$ cat src/rtl/ingress_pkt_buffer.sv
// ingress_pkt_buffer
//   Store-and-forward packet buffer sitting in front of one switch ingress
//   port. Words from the source are written into a circular RAM. A packet
//   becomes visible to the read side only once its eop has been written.
//   The read side then streams the packet to the switch as one unbroken
//   burst. A burst may start only while alm_ost_full is low.
//   Packets that are abandoned (a new sop arrives before eop) or that overflow
//   the buffer are rewound out of the RAM and counted in drop_cnt.
//
// Ports
//   external_clk, rst          : clock, async active-high reset
//   in_sop/in_eop/in_vld/in_data: source side framing and data
//   in_ready                   : buffer not full (combinational)
//   alm_ost_full               : switch backpressure, sampled between packets
//   wr_sop/wr_eop/wr_vld/wr_data: registered burst towards the switch
//   pkt_cnt                    : complete packets currently stored
//   drop_cnt                   : dropped packets, saturating
module ingress_pkt_buffer #(
  parameter int DATA_WIDTH = 16,
  parameter int DEPTH      = 64,
  parameter int CNT_WIDTH  = 16
) (
  input  logic                       external_clk,
  input  logic                       rst,
  input  logic                       in_sop,
  input  logic                       in_eop,
  input  logic                       in_vld,
  input  logic [DATA_WIDTH-1:0]      in_data,
  output logic                       in_ready,
  input  logic                       alm_ost_full,
  output logic                       wr_sop,
  output logic                       wr_eop,
  output logic                       wr_vld,
  output logic [DATA_WIDTH-1:0]      wr_data,
  output logic [$clog2(DEPTH):0]     pkt_cnt,
  output logic [CNT_WIDTH-1:0]       drop_cnt
);

  localparam int AW = $clog2(DEPTH);
  localparam int PW = AW + 1;

  typedef enum logic {IDLE, SEND} state_t;

  // RAM word = {eop flag, data}
  logic [DATA_WIDTH:0] mem [DEPTH];

  logic [PW-1:0] wptr, rptr, pkt_start;
  logic          wr_busy;
  logic          fifo_full;
  state_t        state;

  // ---------------------------------------------------------------------------
  // Write side
  // ---------------------------------------------------------------------------
  logic          ovf, accept, restart, commit, drop;
  logic [PW-1:0] wr_addr;

  // Occupancy uses the registered rptr, so space freed this cycle is only
  // seen next cycle.
  assign fifo_full = (wptr - rptr) == PW'(DEPTH);
  assign in_ready  = !fifo_full;

  // Overflow takes priority: a full buffer with a packet in progress can
  // never complete that packet, so it is dropped whatever the word is.
  assign ovf     = in_vld && fifo_full && wr_busy;
  assign accept  = in_vld && !fifo_full && (in_sop || wr_busy);
  // A sop during an open packet overwrites it from its own start.
  assign restart = accept && in_sop && wr_busy;
  assign wr_addr = restart ? pkt_start : wptr;
  assign commit  = accept && in_eop;
  assign drop    = ovf || restart;

  always_ff @(posedge external_clk) begin
    if (accept) mem[wr_addr[AW-1:0]] <= {in_eop, in_data};
  end

  always_ff @(posedge external_clk or posedge rst) begin
    if (rst) begin
      wptr      <= '0;
      pkt_start <= '0;
      wr_busy   <= 1'b0;
    end else if (ovf) begin
      wptr    <= pkt_start;
      wr_busy <= 1'b0;
    end else if (accept) begin
      wptr    <= wr_addr + PW'(1);
      if (in_sop) pkt_start <= wr_addr;
      wr_busy <= !in_eop;
    end
  end

  always_ff @(posedge external_clk or posedge rst) begin
    if (rst)                            drop_cnt <= '0;
    else if (drop && (drop_cnt != '1)) drop_cnt <= drop_cnt + CNT_WIDTH'(1);
  end

  // ---------------------------------------------------------------------------
  // Read side
  // ---------------------------------------------------------------------------
  logic [DATA_WIDTH:0] rd_word;
  logic                rd_eop, rd_start, rd_done;

  assign rd_word  = mem[rptr[AW-1:0]];
  assign rd_eop   = rd_word[DATA_WIDTH];
  // !wr_vld forces one empty cycle after every burst before the next sop.
  assign rd_start = (state == IDLE) && (pkt_cnt != '0) && !alm_ost_full && !wr_vld;
  assign rd_done  = rd_eop && (rd_start || (state == SEND));

  always_ff @(posedge external_clk or posedge rst) begin
    if (rst) begin
      state   <= IDLE;
      rptr    <= '0;
      wr_vld  <= 1'b0;
      wr_sop  <= 1'b0;
      wr_eop  <= 1'b0;
      wr_data <= '0;
    end else begin
      case (state)
        IDLE: begin
          if (rd_start) begin
            wr_vld  <= 1'b1;
            wr_sop  <= 1'b1;
            wr_eop  <= rd_eop;
            wr_data <= rd_word[DATA_WIDTH-1:0];
            rptr    <= rptr + PW'(1);
            state   <= rd_eop ? IDLE : SEND;
          end else begin
            wr_vld <= 1'b0;
            wr_sop <= 1'b0;
            wr_eop <= 1'b0;
          end
        end
        SEND: begin
          wr_vld  <= 1'b1;
          wr_sop  <= 1'b0;
          wr_eop  <= rd_eop;
          wr_data <= rd_word[DATA_WIDTH-1:0];
          rptr    <= rptr + PW'(1);
          if (rd_eop) state <= IDLE;
        end
        default: state <= IDLE;
      endcase
    end
  end

  always_ff @(posedge external_clk or posedge rst) begin
    if (rst) pkt_cnt <= '0;
    else begin
      case ({commit, rd_done})
        2'b10:   pkt_cnt <= pkt_cnt + PW'(1);
        2'b01:   pkt_cnt <= pkt_cnt - PW'(1);
        default: pkt_cnt <= pkt_cnt;
      endcase
    end
  end

endmodule

$ cat config.mk
export PLATFORM = sky130hd
export DESIGN_NAME = ingress_pkt_buffer
export DESIGN_NICKNAME = d
export VERILOG_FILES = /design/src/rtl/ingress_pkt_buffer.sv
export SDC_FILE = /design/constraint.sdc
export NUM_CORES = 1
export LEC_CHECK = 0
export CAP_MARGIN = 0
export CORE_ASPECT_RATIO = 1.75
export CORE_MARGIN = 2
export CORE_UTILIZATION = 50
export CTS_CLUSTER_SIZE = 40
export DETAILED_ROUTE_END_ITERATION = 8
export PLACE_DENSITY_LB_ADDON = 0.05
export SLEW_MARGIN = 0
export SYNTH_ARGS = -nofsm -noshare
export SYNTH_HDL_FRONTEND = slang
export SYNTH_SLANG_ARGS = --single-unit
$ cat constraint.sdc
create_clock -name external_clk -period 10.1 [get_ports external_clk]
set_clock_uncertainty 0.2 [all_clocks]
set_input_delay 2.02 -clock external_clk [delete_from_list [all_inputs] [get_ports external_clk]]
set_output_delay 2.02 -clock external_clk [all_outputs]
set_load 0.005 [all_outputs]
==> results of run 1 <==
[cells by family (layout without fill, tap and decap cells)]
group                      Yosys count  in the layout  synth area share, %
and+or+nand+nor                    378            378                 3.97
buffers and inverters              143            376                 1.48
adders and majority gates           12             12                0.330
AOI/OAI and AO/OA                  120            120                 1.76
xor gates and xnor gates            35             35                0.674
muxes                              356            356                 16.3
DFF                               1153           1153                 75.4
other                                0              2                    0
[worst max-delay path by stage]
stage / to / slack [ns] / depth (start not counted)
finish: in_ready / 3.54 / 8
CTS: in_ready / 3.32 / 8
global route: in_ready / 3.15 / 8
global placement: pkt_cnt[6]$_DFFE_PP0P_ / 4.05 / 16
floorplan: mem[29][0]$_DFFE_PP_ / 4.57 / 17
detailed placement: pkt_cnt[6]$_DFFE_PP0P_ / 3.96 / 16
[power groups by stage]
stage | sequential (mW) | clock (mW) | combinational, mW
global route | 5.78 | 4.30 | 4.21
global placement | 5.85 | 0 | 3.99
floorplan | 5.63 | 0 | 2.81
finish | 5.76 | 4.04 | 3.94
detailed placement | 5.86 | 0 | 4.03
CTS | 5.76 | 4.13 | 4.04
[cell type report]
class	count	area (µm²)
Clock inverter	62	691
Tap cell	1184	1480
Sequential cell	1153	34300
Multi-Input combinational cell	901	10800
Clock buffer	129	2790
Antenna cell	2	5.00
Inverter	21	87.6
Timing Repair Buffer	164	1330
Fill cell	6774	38700
[worst max-delay path, stage by stage, from the launching register on]
cell and delay (ns):
dfrtp_4 1.03, buf_12 0.58, ha_1 0.29, nor2b_1 0.17, a21oi_1 0.12, nor4_4 0.31
o21a_4 0.31, inv_4 0.14, clkdlybuf4s50_1 0.54
[cells in the final DEF, fill, tap and decap left out, drive strengths merged, types with 5 or more instances in the layout]
cell type      netlist  final
nor4                 8      8
clkinv               0     39
nand3               39     39
o211ai               8      8
mux2                 8      8
bufinv               0     13
and3                 7      7
a22oi               17     17
buf                 59    117
a21oi               46     46
edfxtp            1088   1088
nor2                51     51
mux2i               40     40
inv                 21     26
mux4               308    308
nand2b               5      5
o21ai               19     19
clkbuf              63    129
ha                  12     12
nand2              146    146
clkdlybuf4s50        0     47
and2                 6      6
dfrtp               65     65
nand4               35     35
clkinvlp             0      5
xor2                22     22
xnor2               13     13
a31oi                6      6
nor3                67     67
[flip-flops by register name (all words and copies together), names as in the netlist]
register	cells
pkt_start	7
pkt_cnt	7
wr_vld	1
wr_data	16
state	1
wptr	7
wr_sop	1
wr_eop	1
rptr	7
drop_cnt	16
wr_busy	1
mem	1088
[stage by stage]
step | utilization [%] | power, mW | cells | instance area [µm²] | setup slack [ns]
4_1_cts | 57.1 | 13.9 | 3614 | 51500 | 3.32
3_5_place_dp | 53.2 | 9.89 | 3423 | 48000 | 3.96
6_report | 57.1 | 13.7 | 3616 | 51500 | 3.54
2_1_floorplan | - | 8.44 | 2197 | 45500 | 4.57
3_3_place_gp | 53.2 | 9.85 | 3423 | 48000 | 4.05
5_1_grt | 57.1 | 14.3 | 3614 | 51500 | 3.15
[per-layer routing]
layer  GRT usage, %  up-vias  wire, µm
met3           2.56      152      4320
met1           30.9    12009     42400
li1               -     9356         -
met2           45.3      589     62400
met4           8.77        0      3470
met5              0        -         0
==> out/summary.txt, run 1 <==
outcome = finished, final reports clean
CTS tree = built
CTS Buf Count = 104
combinational group share of total power = 28.7%
synth-to-layout area growth = 13.3%
CP endpoint kind = output pin
number of buffers inserted by port buffering = 64
initial antenna violation count = 1
First-pass DRT Iterations = 5
critical path startpoint category = register
number of synthesized flops with an enable pin = 1088
Initial Util = 50.4%
Worst R2R Start = rptr[0]$_DFFE_PP0N_
Hold Path Depth = 1
cts hold-fix bufs = 0
Seq/Total Area, Yosys = 75.4%
GRT overflow = 0
worst r2r dst = pkt_cnt[6]$_DFFE_PP0P_
Post-CTS Setup Inserts = 0
post-CTS sizing = 0
f_max = 153 MHz
share of layout cells above drive strength 1 = 28.1%
Net Switching = 4.24 mW
Period minus WS final = 6.56 ns
routed len/inst = 31.1 µm
Worst Hold Class = register to register
Hold Path End = drop_cnt[6]$_DFFE_PP0P_
total core area = 90200 µm²
DPL Wire Length = 68.1 mm
Period Utilization, post-route = 64.9%
clock share of power = 29.4%
cell taking the most area after synthesis = edfxtp_1
synthesized area per cell = 20.7 µm²
die area = 93500 µm²
CP startpoint = rptr[0]$_DFFE_PP0N_
Sinks on Clock Net = 1153
GPL Wtd Cong = 0.877
Via Count = 22106
first-pass GRT wire length = 165 mm
synth cell count leaders = edfxtp_1, mux4_2, nand2_1
Worst EP required = 7.88 ns
Final #Nets = 2379
final slew viol count = 0
number of core rows = 146
drt total wl = 113 mm
min-delay src = drop_cnt[6]$_DFFE_PP0P_
Fin Setup TNS = 0 ns
Die X = 232 µm
I/O pin total = 65
remaining antenna violation count = 0
FFs w/ async S/R, synth = 5.64%
hold slack = 0.301 ns
Critical Path Fanout Max = 86
flop-to-flop setup slack = 4.21 ns
Seq pwr share = 41.9%
synth top area cells = edfxtp_1, mux4_2, dfrtp_1, nand2_1, mux2i_1
Main synth FF type = edfxtp_1
Mapped Cells = 2197
Critical Path AT = 4.34 ns
Int Power = 9.50 mW
Lkg Pwr = 16.5 nW
vias in the first global route = 23529
drt initial violations = 1955
WS Path Type = register to output pin
GR Util All Layers = 24.9%
H-tree depth = 3
RSZ-0062 raised after global routing = no
max-cap violations = 0
synth unique cells = 61
Die H = 403 µm
Final Hold Viols = 0
Slew headroom = 16.3%
R2R cell count = 17
Synth top area share = 71.9%
DRC viols = 0
#FFs+latches synth = 1153
Via density = 6.11
worst-skew pair later-pin latency = 0.70 ns
clock root buffer = clkbuf_16
Max Root-Sink Buffers = 3
pwr/cell area = 267 nW/µm²
Slew @ Worst Pin = 1.25 ns
clock slew at reported path FFs = 0.07 ns
Syn Nets = 2231
largest net degree at the start of global routing = 120
VDD IR max = 0.201 mV
Syn Std Cell Area = 45500 µm²
YS warnings = 0
Setup violations, final = 0
most common cell in the netlist = edfxtp_1
switching portion of total power = 30.9%
No activity file was read; power rests on OpenSTA's default activity.
==> run 2, diff against run 1 <==
clock period = 6.1 ns   (was 10.1 ns; I/O delays follow)
==> run 2 against run 1 <==
Register-to-register slack got worse by 3.1 ns. Design area grew 0.40%. Flip-flop and latch count unchanged. First-iteration DRC count down 5.5%. Critical path depth is the same. Worst hold slack worse by 0.0086 ns. Cell count grew 0.50%. Combinational power up 71%. Global-route usage is 0.11 points lower. Die area unchanged. Sequential power up 63%. Highest routed layer unchanged.
==> out/summary.txt, run 2 (synthesized netlist as in run 1, its figures left out) <==
outcome = finished, final reports clean
max FFs per register = 1088
number of core rows = 146
Critical Path Fanout Max = 25
Worst EP required = 4.68 ns
Max Root-Sink Buffers = 3
Period minus WS final = 5.00 ns
total core area = 90200 µm²
share of layout cells above drive strength 1 = 28.4%
clock root buffer = clkbuf_16
synth-to-layout area growth = 13.8%
post-CTS sizing = 0
Slew headroom = 19.0%
routed len/inst = 31.0 µm
Die X = 232 µm
CTS Buf Count = 103
worst r2r dst = pkt_cnt[6]$_DFFE_PP0P_
DRC viols = 0
drt total wl = 113 mm
first-pass GRT wire length = 164 mm
GR Util All Layers = 24.8%
flop-to-flop setup slack = 1.15 ns
Sinks on Clock Net = 1153
Post-CTS Setup Inserts = 0
Period Utilization, post-route = 81.9%
worst-skew pair later-pin latency = 0.71 ns
DPL Wire Length = 69.0 mm
number of buffers inserted by port buffering = 64
I/O pin total = 65
cts hold-fix bufs = 0
Initial Util = 50.4%
RSZ-0062 raised after global routing = no
die area = 93500 µm²
H-tree depth = 3
largest net degree at the start of global routing = 107
commonest non-fill, non-tap cell in the layout = edfxtp_1
DP Worst Slack = 0.909 ns
Hold Path Depth = 1
CP endpoint kind = output pin
drt initial violations = 1848
pwr/cell area = 443 nW/µm²
Placed Cells = 3442
clock slew at reported path FFs = 0.07 ns
Final Hold Viols = 0
R2R cell count = 18
final non-filler cell total = 3634
most frequent cells in the layout = edfxtp_1, mux4_2, nand2_1, buf_4, clkbuf_16
Via density = 6.14
Lkg Pwr = 16.6 nW
Worst Hold Class = register to register
vias in the first global route = 23337
Hold Path End = drop_cnt[6]$_DFFE_PP0P_
CTS tree = built
min-delay src = drop_cnt[6]$_DFFE_PP0P_
hold slack = 0.292 ns
VDD IR max = 0.421 mV
WS Path Type = register to output pin
final slew viol count = 0
Final #Nets = 2397
critical path startpoint category = register
Worst R2R Start = rptr[3]$_DFFE_PP0N_
initial antenna violation count = 1
First-pass DRT Iterations = 5
final worst setup slack = 1.10 ns
f_max = 200 MHz
Via Count = 22301
Fin Setup TNS = 0 ns
GPL Wtd Cong = 0.833
Critical Path AT = 3.58 ns
GRT overflow = 0
max-cap violations = 0
Pwr Total = 22.9 mW
Slew @ Worst Pin = 1.22 ns
remaining antenna violation count = 0
Setup violations, final = 0
Die H = 403 µm
[run 2: cell count changes in the layout (fill, tap and decap cells not counted), sizes merged]
cell / delta
buf: +19
clkinv: +5
clkbuf: -5
bufinv: +5
clkinvlp: -3
inv: -3
[run 2: layout make-up]
| class | instances | area [µm²] |
|---|---|---|
| well taps | 1184 | 1480 |
| clock buffers | 124 | 2680 |
| clock inverters | 66 | 837 |
| inverters | 21 | 87.6 |
| repair buffers | 183 | 1510 |
| diodes | 2 | 5.00 |
| flip-flops and latches | 1153 | 34300 |
| fillers | 6798 | 38500 |
| multi-input cells | 901 | 10800 |
[run 2: worst max path at each step]
stage / end / depth (start not counted) / slack, ns / from
floorplan: mem[29][0]$_DFFE_PP_ / 17 / 0.57 / rptr[3]$_DFFE_PP0N_
CTS: in_ready / 8 / 1.06 / rptr[3]$_DFFE_PP0N_
detailed placement: pkt_cnt[6]$_DFFE_PP0P_ / 15 / 0.91 / alm_ost_full
global route: pkt_cnt[6]$_DFFE_PP0P_ / 18 / 0.86 / rptr[3]$_DFFE_PP0N_
finish: in_ready / 8 / 1.10 / rptr[3]$_DFFE_PP0N_
global placement: pkt_cnt[6]$_DFFE_PP0P_ / 15 / 0.88 / alm_ost_full
[run 2: where the power goes]
part	internal [mW]	switching (mW)	leakage (nW)	total [mW]
Clock	3.90	2.89	1.72	6.79
Combinational	2.95	3.77	4.27	6.72
Sequential	9.01	0.402	10.6	9.41
Total	15.9	7.06	16.6	22.9
[run 2: routing by layer]
metal / track usage [%] / vias up / share of wire (%)
li1: - / 9409 / -
met4: 7.60 / 0 / 2.7
met2: 45.2 / 687 / 55
met1: 30.9 / 12019 / 38
met3: 2.95 / 186 / 4.2
met5: 0 / - / 0
[run 2: metrics by stage]
step                cell area [µm²]  util, %
floorplan                     45500        -
global placement              48200     53.4
detailed placement            48200     53.4
CTS                           51700     57.3
global route                  51700     57.3
finish                        51700     57.3
[run 2: critical path: stages, from the launching register on]
cell and delay, ns:
dfrtp_1 0.43, inv_6 0.36, ha_1 0.40, nor2_1 0.17, o211ai_1 0.16, nor4_4 0.34
o21a_4 0.30, inv_4 0.14, clkdlybuf4s50_1 0.55
